<file path="src/rtl/data_mem_responder.sv">
// data_mem_responder
//   Data-side memory for the single-cycle MIPS core: word-addressed RAM plus a
//   small I/O region (cycle counter, TX FIFO with valid/ready drain, STATUS).
//
//   Build option: define DMEM_CYCLE_COUNTER_EN to build the cycle counter.
//   Without it, CYCLE reads as 0 and CYCLE writes are ignored.
//
//   Ports
//     clk, reset   : clock, synchronous active-high reset
//     memwrite     : core write strobe
//     dataadr      : byte address (bit 31 selects I/O, bits [1:0] ignored)
//     writedata    : store data
//     readdata     : combinational load data (pre-edge state)
//     tx_valid/tx_data/tx_ready : FIFO head toward the external consumer
//
//   I/O map (dataadr[3:2]): 0 CYCLE, 1 TXDATA, 2 STATUS, 3 reserved
//   STATUS = {16'b0, count[7:0], 5'b0, overflow, full, empty}
module data_mem_responder #(
  parameter int RAM_WORDS  = 64,
  parameter int FIFO_DEPTH = 4
) (
  input  logic        clk,
  input  logic        reset,
  input  logic        memwrite,
  input  logic [31:0] dataadr,
  input  logic [31:0] writedata,
  output logic [31:0] readdata,
  output logic        tx_valid,
  output logic [31:0] tx_data,
  input  logic        tx_ready
);
  localparam int AW = $clog2(RAM_WORDS);
  localparam int PW = $clog2(FIFO_DEPTH);
  localparam int CW = PW + 1;

  // ---------------- decode ----------------
  logic          io_sel;
  logic [1:0]    io_idx;
  logic [AW-1:0] ram_idx;
  logic          wr_tx, wr_st;

  assign io_sel  = dataadr[31];
  assign io_idx  = dataadr[3:2];
  assign ram_idx = dataadr[AW+1:2];
  assign wr_tx   = memwrite & io_sel & (io_idx == 2'd1);
  assign wr_st   = memwrite & io_sel & (io_idx == 2'd2);

  // Upper address bits alias by design; fold them into a sink.
  logic unused_dataadr;
  assign unused_dataadr = ^dataadr;

  // ---------------- RAM ----------------
  // Not reset, and written even during reset.
  logic [31:0] mem_q [RAM_WORDS];

  always_ff @(posedge clk) begin
    if (memwrite && !io_sel) mem_q[ram_idx] <= writedata;
  end

  // ---------------- cycle counter ----------------
  logic [31:0] cyc_val;
`ifdef DMEM_CYCLE_COUNTER_EN
  logic        wr_cyc;
  logic [31:0] cyc_q, cyc_d;

  assign wr_cyc = memwrite & io_sel & (io_idx == 2'd0);
  // A load replaces the increment for that cycle.
  assign cyc_d  = wr_cyc ? writedata : cyc_q + 32'd1;

  always_ff @(posedge clk) begin
    if (reset) cyc_q <= '0;
    else       cyc_q <= cyc_d;
  end
  assign cyc_val = cyc_q;
`else
  assign cyc_val = '0;
`endif

  // ---------------- TX FIFO ----------------
  logic [31:0]   fifo_q [FIFO_DEPTH];
  logic [PW-1:0] wptr_q, rptr_q;
  logic [CW-1:0] cnt_q, cnt_d;
  logic          ovf_q, ovf_d;
  logic          empty, full, pop, push_ok;

  assign empty    = (cnt_q == '0);
  assign full     = (cnt_q == CW'(FIFO_DEPTH));
  assign tx_valid = !empty;
  assign tx_data  = empty ? '0 : fifo_q[rptr_q];
  assign pop      = tx_valid & tx_ready;
  // A pop in the same cycle frees the slot, so a full push is still taken.
  assign push_ok  = wr_tx & (!full | pop);

  always_comb begin
    cnt_d = cnt_q;
    case ({push_ok, pop})
      2'b10:   cnt_d = cnt_q + CW'(1);
      2'b01:   cnt_d = cnt_q - CW'(1);
      default: cnt_d = cnt_q;
    endcase
    ovf_d = ovf_q;
    if (wr_tx && full && !pop) ovf_d = 1'b1;
    if (wr_st)                 ovf_d = 1'b0;
  end

  always_ff @(posedge clk) begin
    if (!reset && push_ok) fifo_q[wptr_q] <= writedata;
  end

  always_ff @(posedge clk) begin
    if (reset) begin
      wptr_q <= '0;
      rptr_q <= '0;
      cnt_q  <= '0;
      ovf_q  <= 1'b0;
    end else begin
      if (push_ok) wptr_q <= wptr_q + PW'(1);
      if (pop)     rptr_q <= rptr_q + PW'(1);
      cnt_q <= cnt_d;
      ovf_q <= ovf_d;
    end
  end

  // ---------------- read mux ----------------
  logic [7:0]  cnt8;
  logic [31:0] status;

  assign cnt8   = 8'(cnt_q);
  assign status = {16'b0, cnt8, 5'b0, ovf_q, full, empty};

  always_comb begin
    readdata = '0;
    if (!io_sel) begin
      readdata = mem_q[ram_idx];
    end else begin
      case (io_idx)
        2'd0:    readdata = cyc_val;
        2'd2:    readdata = status;
        default: readdata = '0;
      endcase
    end
  end
endmodule

</file>
<file path="config.mk">
export PLATFORM = sky130hd
export DESIGN_NAME = data_mem_responder
export DESIGN_NICKNAME = d
export VERILOG_FILES = /design/src/rtl/data_mem_responder.sv
export SDC_FILE = /design/constraint.sdc
export NUM_CORES = 2
export LEC_CHECK = 0
export ABC_CLOCK_PERIOD_IN_PS = 2900
export BUFFER_PORTS_ARGS = -buffer_cell sky130_fd_sc_hd__buf_2
export CORE_UTILIZATION = 45
export DETAILED_ROUTE_END_ITERATION = 8
export HOLD_SLACK_MARGIN = 0.1
export PLACE_DENSITY_LB_ADDON = 0.05
export SETUP_SLACK_MARGIN = 0.2
export SYNTH_ARGS = -nofsm -noshare
export SYNTH_HDL_FRONTEND = slang
export SYNTH_SLANG_ARGS = --single-unit
</file>
<file path="constraint.sdc">
create_clock -name clk -period 2.9 [get_ports clk]
set_clock_uncertainty 0.05 [all_clocks]
set_input_delay 0 -clock clk [delete_from_list [all_inputs] [get_ports clk]]
set_output_delay 0 -clock clk [all_outputs]
set_load 0.01 [all_outputs]
</file>
After elaboration in Yosys (flattened, before gate mapping) --
Memories as Yosys holds them, arrays and structs flattened. A register that Yosys moved wholly into a read port is not among the register bits. Index checks and enable logic that the tools add are counted.
Word-level totals: register bits 8, latch bits 0, bits in writable memories 2176, memory bits (read-only) 0, input port bits 68, output and inout bits 65, word-level logic and storage cells 43, memories 2
Cells by class: add/sub/neg operators 4, multipliers 0, divide/modulo/power cells 0, magnitude comparators 0, equal/unequal tests 5, shift operators 0, mux-type cells 10, bitwise logic cells 6, reduce and logical (&&, ||, !) cells 12
Memories:
- mem_q | depth 64, width 32, rd ports 1, clocked after Yosys merged registers in 0, wr ports 1, line 54 | logic [31:0] mem_q [RAM_WORDS];
- fifo_q | depth 4, width 32, rd ports 1, clocked after Yosys merged registers in 1, wr ports 1, line 80 | logic [31:0] fifo_q [FIFO_DEPTH];
Operators with widths (number):
- 32-bit 2-to-1 mux | 2
- 11-bit 2-to-1 mux | 1
- 3-bit one-hot mux with 2 select lines | 1
- 1-bit bitwise AND | 5
- 1-bit logical NOT | 5
- 2-bit by 1-bit adder with 2-bit output, second input constant | 2
- 2-bit by 1-bit equality test with 1-bit output, second input constant | 2
- 2-bit equality test, second input constant | 2
- 1-bit logical AND | 4
- 1-bit 2-to-1 mux | 4
- 2-bit 2-to-1 mux | 2
- 3-bit by 1-bit adder with 3-bit output, second input constant | 1
- 3-bit equality test, second input constant | 1
- 3-bit logical NOT | 1
- 3-bit by 1-bit subtractor with 3-bit output, second input constant | 1
- 2-bit nonzero test | 1
- 2-bit OR reduction | 1
- 1-bit bitwise OR | 1

Longest topological paths before layout --
word-level depth 8, mapped depth 12, gate-level depth less buffers 9

Worst setup path after synthesis --
OpenSTA, ideal clock, no wires.
path type input -> register, start point input port dataadr[4], end point memory mem_q[0][0], enable pin, library setup time 421 ps, data arrival time 2691 ps, data required time 2429 ps, slack -263 ps, stages on the path 9, buffers on the path 5, cells stage by stage buf_6 -> buf_6 -> buf_6 -> inv_2 -> buf_2 -> clkbuf_1 -> and2_1 -> nand2_1 -> nor2_1
RTL lines:
- start, declared | line 25 | input logic [31:0] dataadr,
- end, declared | line 54
Straight into the memory's write port.

Final worst setup path --
start point memory mem_q[37][28], end point output port readdata[28]
Between the ends: cells in the longest elaborated chain, start to end 2
RTL lines:
- memory 64 x 32 bit
- 32-bit 2-to-1 mux | line 133 | if (!io_sel) begin
- end, declared | line 27 | output logic [31:0] readdata,
No other way between the ends.

==> run metrics <==
CTS H-tree depth=4; max-cap viol count=0; DP HPWL=between 150000 and 200000 µm; row count=approximately 160; Clock Tree Buf Depth=3; largest net degree at the start of global routing=about 70; Top delay family on crit path=compound AO/OA/AOI/OAI gates; Final ANT Viol Nets=0; Slew headroom=0.127; chip width=436 µm; Starting Density=0.455; top post-synthesis cells by area=edfxtp_1 (77%), mux4_2 (4.6%), mux2_2 (2.8%); Vias/cell=about 6.4; YS warnings=0; Max stage delay cell, worst path=a222oi_1; final worst path period share=1.21; status=finished with violations; Worst Hold End=ovf_q; unrepaired setup endpoints after global routing=yes; Final Power=roughly 68 mW; Crit path buffers/inverters=1; Worst Hold Class=primary input to flop; number of global-route vias before repair=roughly 47000; final setup vio count=22; Leak=roughly 33 nW; Synth top area share=0.771; area of the core=186000 µm²; via count=slightly below 50000; Net Count, Synth=about 4400; FF-to-FF End=cnt_q[2]; Setup crit end kind=output port; total wire length after detailed routing=295000 µm; Post-Synthesis Cells=4356; violated checks=setup timing; reg2reg setup slack=~0.63 ns; Final Hold Viols=0; num ports=around 130; TritonCTS buffer count=225; worst-skew pair later-pin latency=between 0.8 and 0.9 ns; FF+latch count, synth=about 2200; grt ovf=0; CTS sink count=around 2200; layout cells sized above 1=0.316; Power Density=666 nW/µm²; antenna violations before repair=10; Non-Filler Instances=7665; critical path class=flop to output port; Layout area overhead=21.2%; most frequent cells in the layout=edfxtp_1 (2176), buf_4 (376), clkbuf_16 (229); Least-Margin Pin Slew=around 1.3 ns; Synth Flop Type=edfxtp_1; R2R depth=9; syn avg cell area=19.5 µm²; final worst path period need=~3.5 ns; worst hold stages=5; HP Start=memwrite; setup slack after layout=-0.607 ns; first-pass GRT wire length=roughly 400000 µm; Final Wtd Congestion=between 0.8 and 0.9; post-synthesis mux area share=0.104; startpoint types=flop; Reg clk slew, reported paths=~0.060 ns; CP max FO=1; commonest non-fill, non-tap cell in the layout=edfxtp_1; TritonCTS clock tree=done; Slew Limit Fails=0; number of synthesized flops with an enable pin=2176; largest family of logic cells by synthesized area=multiplexers; Post-Synth XOR/XNOR Area=0.000517; CTS Root Cell=clkbuf_16; Critical Path, Cell by Cell=mux2_4 > a221o_1 > a222oi_1 > o22a_1 > a41oi_2 > buf_2; gr usage total=0.308; Iter 0 DRT Violations=approximately 6300; Synth area leader=edfxtp_1; WP data arrival=3.46 ns; final net count=about 5100; Wirelength per Cell=38.4 µm; register area share after synthesis=0.773; Fmax=about 290 MHz; slowest stage delay, CP=1.05 ns; Die Footprint=about 190000 µm²; Async S/R FF share, synth=0; Peak VDD IR=between 0.5 and 0.6 mV; simple-gate area share of the yosys netlist=0.0221; Layout Utilization=0.552; Synth Area in Adders=0.000974; total negative setup slack=-4.90 ns; Die H=436 µm; Mapped Area=84800 µm²; post-synthesis compound-gate area fraction=0.0793; placed insts=7199; Required @ worst endpoint=2.85 ns; Hold WS=~0.16 ns; Buffers on Ports=~110; library cells used by synthesis=72; residual DRC count=0; DRT Pass-1 Iters=6; Reg-to-Reg Start=cnt_q[1]
report_power, final:
part / internal, mW / leakage [nW] / switching (mW) / total (mW)
Combinational: 1.75 / 10.1 / 3.02 / 4.77
Clock: 16.4 / 3.56 / 12.3 / 28.7
Sequential: 34.9 / 19.6 / 0.0427 / 34.9
per-layer routing:
layer,part of all wire,global-route usage,vias up
met4,0.026,0.0790,4
met5,0.000085,0,-
li1,-,-,19700
met1,0.42,0.445,26600
met2,0.47,0.483,2450
met3,0.086,0.0569,401
layout make-up:
type	instances	area [µm²]
Fill cell	14600	83500
Multi-Input combinational cell	1858	19300
Sequential cell	2186	65600
Timing Repair Buffer	710	7510
Tap cell	2480	3100
Inverter	8	40.0
Antenna cell	4	10.0
Clock buffer	272	5890
Clock inverter	147	1350
synthesized netlist by cell type (8+ instances only):
library cell  count
o22a_1           36
mux4_2          173
mux2i_1         223
and2_1           42
buf_1            16
a222oi_1         43
o221ai_1         10
edfxtp_1       2176
and3b_1          14
nand3_1          21
a41oi_1          25
buf_4            48
mux2_1           21
dfxtp_1          10
nor2b_1          12
nand3b_1         13
a32oi_1           8
o21ai_0          57
buf_6            28
a221o_1         105
nand2_1          77
a21oi_1          76
a22o_1           28
buf_2           116
o211ai_1          8
nand2b_1         33
mux2_2          214
a22oi_1         163
a221oi_1        140
clkbuf_1         96
a2bb2oi_1        16
nor2_1           96
a31oi_1          18
and3_1           14
o22ai_1          76
logic make-up (layout without fill, tap and decap cells):
group                      count (synthesis)  in the layout
xor gates and xnor gates                   5              5
AOI/OAI and AO/OA                        854            854
other                                      0              4
muxes                                    633            633
buffers and inverters                    312           1137
adders and majority gates                  6              6
and+or+nand+nor                          360            360
DFF                                     2186           2186
metrics by stage:
step	worst slack, ns	instance area (µm²)
4_1_cts	-0.586	103000
6_report	-0.607	103000
3_3_place_gp	-0.856	93700
3_5_place_dp	-0.862	93700
2_1_floorplan	-0.263	84800
5_1_grt	-0.691	103000
worst max path at each step:
stage | start | endpoint | slack, ns | depth (start not counted)
2_1_floorplan | dataadr[4] | mem_q[0][0] | -0.26 | 9
3_3_place_gp | dataadr[5] | readdata[26] | -0.86 | 11
3_5_place_dp | dataadr[5] | readdata[26] | -0.86 | 11
4_1_cts | mem_q[14][5] | readdata[5] | -0.59 | 7
5_1_grt | mem_q[17][24] | readdata[24] | -0.69 | 9
6_report | mem_q[37][28] | readdata[28] | -0.61 | 6
worst reg2reg max path: stages (launching register included):
cell and delay, ns:
dfxtp_1 0.43, or3_1 0.16, and2_1 0.13, buf_4 0.18, ha_1 0.21, inv_1 0.06
fa_1 0.37, xor2_1 0.16, or3_1 0.31, a21oi_1 0.14
sequential cells by signal, summed over array words and instances (netlist names), named ones only:
name	cells
ovf_q	1
wptr_q	2
rptr_q	2
fifo_q	128
cnt_q	3
mem_q	2048
what timing repair did:
item / 4_1_cts / 5_1_grt
endpoints found under the setup margin: 42 / 155
hold buffers: 43 / 0
resized for setup: 210 / 35
endpoints found under the hold margin: 2151 / 0
pin swaps: 88 / 38
buffers inserted: 1 / 0
Note: power is estimated with default switching activity, not from simulation.
